==> config.mk <==
export PLATFORM = sky130hd
export DESIGN_NAME = load_store_unit
export DESIGN_NICKNAME = d
export VERILOG_FILES = /design/src/rtl/load_store_unit_pkg.sv /design/src/rtl/load_store_unit_align.sv /design/src/rtl/load_store_unit.sv
export SDC_FILE = /design/constraint.sdc
export NUM_CORES = 1
export LEC_CHECK = 0
export CORE_ASPECT_RATIO = 1.4
export CORE_MARGIN = 5
export CORE_UTILIZATION = 49
export CTS_BUF_LIST = sky130_fd_sc_hd__clkbuf_8
export DETAILED_ROUTE_END_ITERATION = 12
export GPL_TIMING_DRIVEN = 0
export PLACE_DENSITY_LB_ADDON = 0.12
export SLEW_MARGIN = 0
export SYNTH_ARGS = -nofsm -noshare
export SYNTH_HDL_FRONTEND = slang
export SYNTH_SLANG_ARGS = --single-unit
==> constraint.sdc <==
create_clock -name clk -period 2 [get_ports clk]
set_input_delay 0.3 -clock clk [delete_from_list [all_inputs] [get_ports clk]]
set_output_delay 0.3 -clock clk [all_outputs]
set_load 0.05 [all_outputs]
==> src/rtl/load_store_unit_pkg.sv <==
// Shared definitions for the load/store unit: funct3 codes, FSM state encoding
// and the request legality check.
package lsu_defs;

    localparam logic [2:0] F3_B  = 3'd0;
    localparam logic [2:0] F3_H  = 3'd1;
    localparam logic [2:0] F3_W  = 3'd2;
    localparam logic [2:0] F3_BU = 3'd4;
    localparam logic [2:0] F3_HU = 3'd5;

    typedef enum logic [1:0] {
        ST_IDLE     = 2'b00,
        ST_LOAD     = 2'b01,
        ST_RMW_READ = 2'b10,
        ST_WRITE    = 2'b11
    } lsu_state_e;

    // Unsigned loads have no store counterpart, so funct3 4/5 are illegal for stores.
    function automatic logic lsu_req_err(
        input logic        we,
        input logic [2:0]  funct3,
        input logic [31:0] addr,
        input int unsigned addr_bits
    );
        logic bad_f3;
        logic misaligned;
        logic out_of_range;
        bad_f3       = 1'b0;
        misaligned   = 1'b0;
        out_of_range = ((addr >> addr_bits) != 32'd0);
        case (funct3)
            F3_B:  misaligned = 1'b0;
            F3_H:  misaligned = addr[0];
            F3_W:  misaligned = (addr[1:0] != 2'b00);
            F3_BU: bad_f3 = we;
            F3_HU: begin
                bad_f3     = we;
                misaligned = addr[0];
            end
            default: bad_f3 = 1'b1;
        endcase
        return bad_f3 | misaligned | out_of_range;
    endfunction

endpackage

==> src/rtl/load_store_unit_align.sv <==
// Combinational lane logic: load extract/extend and sub-word store merge,
// both little-endian within the 32-bit memory word.
module lsu_align
    import lsu_defs::*;
(
    input  logic [31:0] mem_r_data,
    input  logic [31:0] wdata,
    input  logic [1:0]  addr_lo,
    input  logic [2:0]  funct3,
    output logic [31:0] rdata,
    output logic [31:0] merged
);

    logic [4:0]  byte_sh_s;
    logic [4:0]  half_sh_s;
    logic [31:0] byte_word_s;
    logic [7:0]  byte_s;
    logic [15:0] half_s;
    logic [31:0] lane_mask_s;

    assign byte_sh_s   = {addr_lo, 3'b000};
    assign half_sh_s   = {addr_lo[1], 4'b0000};
    assign byte_word_s = mem_r_data >> byte_sh_s;
    assign byte_s      = byte_word_s[7:0];
    assign half_s      = addr_lo[1] ? mem_r_data[31:16] : mem_r_data[15:0];

    // Load data extraction with sign or zero extension
    always_comb begin
        rdata = 32'd0;
        case (funct3)
            F3_B:    rdata = {{24{byte_s[7]}}, byte_s};
            F3_H:    rdata = {{16{half_s[15]}}, half_s};
            F3_W:    rdata = mem_r_data;
            F3_BU:   rdata = {24'd0, byte_s};
            F3_HU:   rdata = {16'd0, half_s};
            default: rdata = 32'd0;
        endcase
    end

    // Store merge: replace the addressed lane of the word just read
    always_comb begin
        lane_mask_s = 32'hFFFF_FFFF;
        merged      = wdata;
        case (funct3)
            F3_B: begin
                lane_mask_s = 32'h0000_00FF << byte_sh_s;
                merged      = (mem_r_data & ~lane_mask_s) | ({24'd0, wdata[7:0]} << byte_sh_s);
            end
            F3_H: begin
                lane_mask_s = 32'h0000_FFFF << half_sh_s;
                merged      = (mem_r_data & ~lane_mask_s) | ({16'd0, wdata[15:0]} << half_sh_s);
            end
            default: begin
                lane_mask_s = 32'hFFFF_FFFF;
                merged      = wdata;
            end
        endcase
    end

endmodule

==> src/rtl/load_store_unit.sv <==
// RV32 load/store unit: one request at a time, word-granular memory accesses,
// read-modify-write for byte/half stores. Memory strobes decode from state only.
module load_store_unit
    import lsu_defs::*;
#(
    parameter int unsigned ADDR_BITS = 10
) (
    input  logic        clk,
    input  logic        rst,
    input  logic        req_valid,
    output logic        req_ready,
    input  logic        req_we,
    input  logic [2:0]  req_funct3,
    input  logic [31:0] req_addr,
    input  logic [31:0] req_wdata,
    output logic        resp_valid,
    output logic [31:0] resp_rdata,
    output logic        resp_err,
    output logic [31:0] mem_addr,
    output logic        mem_r_enb,
    output logic        mem_w_enb,
    output logic [31:0] mem_w_data,
    input  logic [31:0] mem_r_data
);

    lsu_state_e  state_r;
    lsu_state_e  state_nxt_s;
    logic [31:0] addr_r;
    logic [31:0] wdata_r;
    logic [31:0] merge_r;
    logic [2:0]  funct3_r;
    logic        we_r;
    logic        resp_valid_r;
    logic        resp_err_r;
    logic [31:0] resp_rdata_r;
    logic        accept_s;
    logic        err_s;
    logic [31:0] align_rdata_s;
    logic [31:0] align_merged_s;

    assign accept_s = req_valid && (state_r == ST_IDLE);
    assign err_s    = lsu_req_err(req_we, req_funct3, req_addr, ADDR_BITS);

    lsu_align u_align (
        .mem_r_data (mem_r_data),
        .wdata      (wdata_r),
        .addr_lo    (addr_r[1:0]),
        .funct3     (funct3_r),
        .rdata      (align_rdata_s),
        .merged     (align_merged_s)
    );

    // State register
    always_ff @(posedge clk) begin
        if (!rst) begin
            state_r <= ST_IDLE;
        end else begin
            state_r <= state_nxt_s;
        end
    end

    // Next-state decode; erroneous requests never leave IDLE
    always_comb begin
        state_nxt_s = state_r;
        case (state_r)
            ST_IDLE: begin
                if (accept_s && !err_s) begin
                    if (!req_we) begin
                        state_nxt_s = ST_LOAD;
                    end else if (req_funct3 == F3_W) begin
                        state_nxt_s = ST_WRITE;
                    end else begin
                        state_nxt_s = ST_RMW_READ;
                    end
                end else begin
                    state_nxt_s = ST_IDLE;
                end
            end
            ST_LOAD:     state_nxt_s = ST_IDLE;
            ST_RMW_READ: state_nxt_s = ST_WRITE;
            ST_WRITE:    state_nxt_s = ST_IDLE;
            default:     state_nxt_s = ST_IDLE;
        endcase
    end

    // Moore decode of handshake and memory strobes
    always_comb begin
        req_ready  = 1'b0;
        mem_r_enb  = 1'b0;
        mem_w_enb  = 1'b0;
        mem_addr   = 32'd0;
        mem_w_data = 32'd0;
        case (state_r)
            ST_IDLE: req_ready = 1'b1;
            ST_LOAD, ST_RMW_READ: begin
                mem_r_enb = 1'b1;
                mem_addr  = {addr_r[31:2], 2'b00};
            end
            ST_WRITE: begin
                mem_w_enb  = 1'b1;
                mem_addr   = {addr_r[31:2], 2'b00};
                mem_w_data = merge_r;
            end
            default: req_ready = 1'b0;
        endcase
    end

    // Request latch, merge buffer and registered response
    always_ff @(posedge clk) begin
        if (!rst) begin
            addr_r       <= 32'd0;
            wdata_r      <= 32'd0;
            merge_r      <= 32'd0;
            funct3_r     <= 3'd0;
            we_r         <= 1'b0;
            resp_valid_r <= 1'b0;
            resp_rdata_r <= 32'd0;
            resp_err_r   <= 1'b0;
        end else begin
            resp_valid_r <= 1'b0;
            resp_rdata_r <= 32'd0;
            resp_err_r   <= 1'b0;
            case (state_r)
                ST_IDLE: begin
                    if (accept_s) begin
                        addr_r       <= req_addr;
                        wdata_r      <= req_wdata;
                        funct3_r     <= req_funct3;
                        we_r         <= req_we;
                        merge_r      <= req_wdata;
                        resp_valid_r <= err_s;
                        resp_err_r   <= err_s;
                    end
                end
                ST_LOAD: begin
                    resp_valid_r <= 1'b1;
                    resp_rdata_r <= we_r ? 32'd0 : align_rdata_s;
                end
                ST_RMW_READ: merge_r <= align_merged_s;
                ST_WRITE:    resp_valid_r <= 1'b1;
                default:     resp_valid_r <= 1'b0;
            endcase
        end
    end

    assign resp_valid = resp_valid_r;
    assign resp_rdata = resp_rdata_r;
    assign resp_err   = resp_err_r;

endmodule

==> metrics.md <==
| Metric | Value |
|---|---|
| CTS H-tree lvls | `4` |
| Routed len/inst | `18.9 um` |
| Maximum operating frequency | `508 MHz` |
| CTS Sinks | `136` |
| CP endpoint kind | `output port` |
| Fillers | `1,128` |
| Syn-to-layout area delta | `43.6%` |
| Area of the multi-input gates | `0.00378 mm2` |
| Die Y | `148 um` |
| Crit Path Max Fanout | `7` |
| Clock-pin slew on the worst setup and hold paths | `0.08 ns` |
| Startpoint Class | `flop` |
| TritonCTS clock tree | `yes` |
| Post-synth EDFFs | `0` |
| Syn Area/Cell | `8.21 um2` |
| Die Area | `0.0161 mm2` |
| Slew margin rel. | `50.3%` |
| Post-Syn Area | `0.00667 mm2` |
| WP data arrival | `1.67 ns` |
| Distinct cells, synth | `52` |
| Worst Tran Pin Value | `0.741 ns` |
| Final setup viols | `0` |
| Pwr per Cell Area | `644 mW/mm2` |
| Final Non-Filler Cells | `1,232` |
| Peak supply drop | `0.000466 V` |
| Fin Setup TNS | `0 ns` |
| Final HPWL from detailed placement | `17,900 um` |
| Hold Path Class | `input pin to flop` |
| Antenna Nets Post-Route | `0` |
| Cell Rows | `50` |
| Run status | `completed` |
| PortBufs | `201` |
| Largest net degree at the start of global routing | `17` |
| Drt first-iter violations | `419` |
| IO Count | `204` |
| Final antenna diode count | `0` |
| First-pass GRT wire length | `35,000 um` |
| Final WL | `23,300 um` |
| Initial antenna violation count | `0` |
| GRT overflow | `0` |
| Register area share after synthesis | `40.8%` |
| Residual DRC | `0` |
| Root Driver | `clkbuf_8` |
| Setup CP Type | `flop to output port` |
| Post-CTS Hold Fix Bufs | `0` |
| Ratio of cells with drive above 1 in the final layout | `18.0%` |
| Vias in the first global route | `6,548` |
| Pins Over Slew Limit | `0` |
| RSZ-0062 raised after global routing | `true` |
| Via count | `6,789` |
| Final setup margin | `0.0315 ns` |
| Synthesized flop and latch total | `136` |
| FF+latch area | `0.00273 mm2` |
| Critical Path RT | `1.70 ns` |
| Clk Latency, worst-skew pair | `0.44 ns` |
| Fin. Hold Viols | `0` |
| Dpl ws | `-0.803 ns` |
| Hold_ws | `0.399 ns` |
| Syn Inst Count | `813` |
| Router iterations before antenna repair | `6` |
| TritonCTS buffer count | `17` |
| Main synth FF type | `dfxtp_1` |
| Tcrit/Tclk final | `98.4%` |
| Final core occ | `71.6%` |
| Placed cells | `1,197` |
| Routability cong. | `0.992` |
| Yosys warnings | `0` |
| Core ar. | `0.0134 mm2` |
| Die Width | `109 um` |
| Clock Tree Buf Depth | `2` |
| Leakage | `3.74 nW` |
| NumNets Final | `1,144` |
| Vias/cell | `5.51` |
| Max Clock Skew | `0.00947 ns` |
| Max-capacitance violation count | `0` |
| Global Route Usage Sum | `28.2%` |
| Crit path time final | `1.97 ns` |
| Initial Util | `49.8%` |
| Synth async-reset ratio | `0%` |
-- cell usage in the layout (no fill, tap or decap), drive strengths merged, types with 3 or more instances in the layout --
master / Yosys / final
inv: 5 / 8
a22o: 24 / 24
a21boi: 16 / 16
buf: 24 / 78
and2: 35 / 35
nor4: 6 / 6
or2: 3 / 3
o21ai: 20 / 20
clkinvlp: 0 / 3
mux2: 9 / 9
clkdlybuf4s50: 0 / 136
nand2b: 5 / 5
a222oi: 6 / 6
nor2: 52 / 52
clkinv: 0 / 6
clkbuf: 47 / 73
clkdlybuf4s15: 0 / 3
or3: 3 / 3
nand2: 172 / 172
o2111ai: 8 / 8
a21oi: 102 / 102
dfxtp: 136 / 136
a22oi: 8 / 8
mux2i: 50 / 50
o221ai: 24 / 24
ha: 4 / 4
bufinv: 0 / 3
nor2b: 34 / 34
-- worst max-delay path, stage by stage (launching register included) --
cell       delay, ns
dfxtp_4         0.38
inv_2           0.05
ha_4            0.18
clkbuf_16       0.17
clkbuf_16       0.17
nor2b_4         0.12
buf_8           0.15
-- report_power, final --
group | internal, W | switching (W)
clock network | 0.00124 | 0.00113
registers | 0.00282 | 0.0000796
logic | 0.000430 | 0.000481
total | 0.00449 | 0.00169
-- what timing repair did --
item / CTS / global route
hold endpoints to repair: 0 / 0
gates cloned: 0 / 2
gates resized for setup: 397 / 63
pin swaps: 0 / 1
buffers inserted: 0 / 1
setup endpoints to repair: 95 / 91
-- sequential cells by signal, indices dropped and copies added (netlist names) --
name and flops:
addr_r 32, merge_r 32, resp_rdata 32, wdata_r 32, funct3_r 3, state_r 2, resp_err 1, resp_valid 1
we_r 1
-- kinds of logic (layout without fill, tap and decap cells) --
family | Yosys count | count (layout) | share of synthesized area [%]
AOI/OAI and AO/OA | 220 | 220 | 22.4
adders and majority gates | 4 | 4 | 0.750
buffers and inverters | 76 | 312 | 5.34
DFF | 136 | 136 | 40.8
muxes | 59 | 59 | 9.02
other | 1 | 2 | 0.0562
and+or+nand+nor | 317 | 317 | 21.6
-- cell usage after synthesis, types with 14 or more instances --
library cell | count | share of area, %
nand2_1 | 171 | 9.6
dfxtp_1 | 136 | 41
a21oi_1 | 94 | 7.1
nor2_1 | 52 | 2.9
mux2i_1 | 50 | 7.5
clkbuf_1 | 46 | 2.6
and2_1 | 34 | 3.2
nor2b_1 | 34 | 3.2
a22o_1 | 24 | 3.2
o221ai_1 | 24 | 3.2
o21ai_0 | 17 | 1.3
a21boi_0 | 16 | 1.8
buf_2 | 14 | 1.1
-- layout make-up --
cell class / count / area share [%]
Sequential cell: 136 / 28.5
Inverter: 5 / 0.222
Tap cell: 182 / 2.38
Clock inverter: 15 / 1.84
Multi-Input combinational cell: 602 / 39.5
Clock buffer: 17 / 2.44
Buffer: 71 / 4.39
Timing Repair Buffer: 204 / 20.7
-- final timing paths --
| path | from | end | slack [ns] | depth (start not counted) |
|---|---|---|---|---|
| setup / recovery | state_r[1] | mem_addr[20] | 0.03 | 6 |
| hold reg to reg | addr_r[5] | addr_r[5] | 0.45 | 2 |
| hold / removal | req_addr[6] | addr_r[6] | 0.40 | 3 |
| setup reg to reg | addr_r[1] | merge_r[26] | 0.06 | 6 |
-- per-layer routing --
metal  wire, um  global-route usage, %
met1       8520                   31.2
met2      11900                   50.1
met3       1960                   6.73
met4        907                   13.6
met5          0                      0
-- metrics by stage --
| stage | power (W) | cell area [um2] |
|---|---|---|
| after floorplan | 0.00342 | 6730 |
| after detailed placement | 0.00385 | 8970 |
| final | 0.00617 | 9580 |
| after global routing | 0.00640 | 9580 |
| after global placement | 0.00384 | 8970 |
| after CTS | 0.00617 | 9350 |
(Power assumes the default switching activity.)
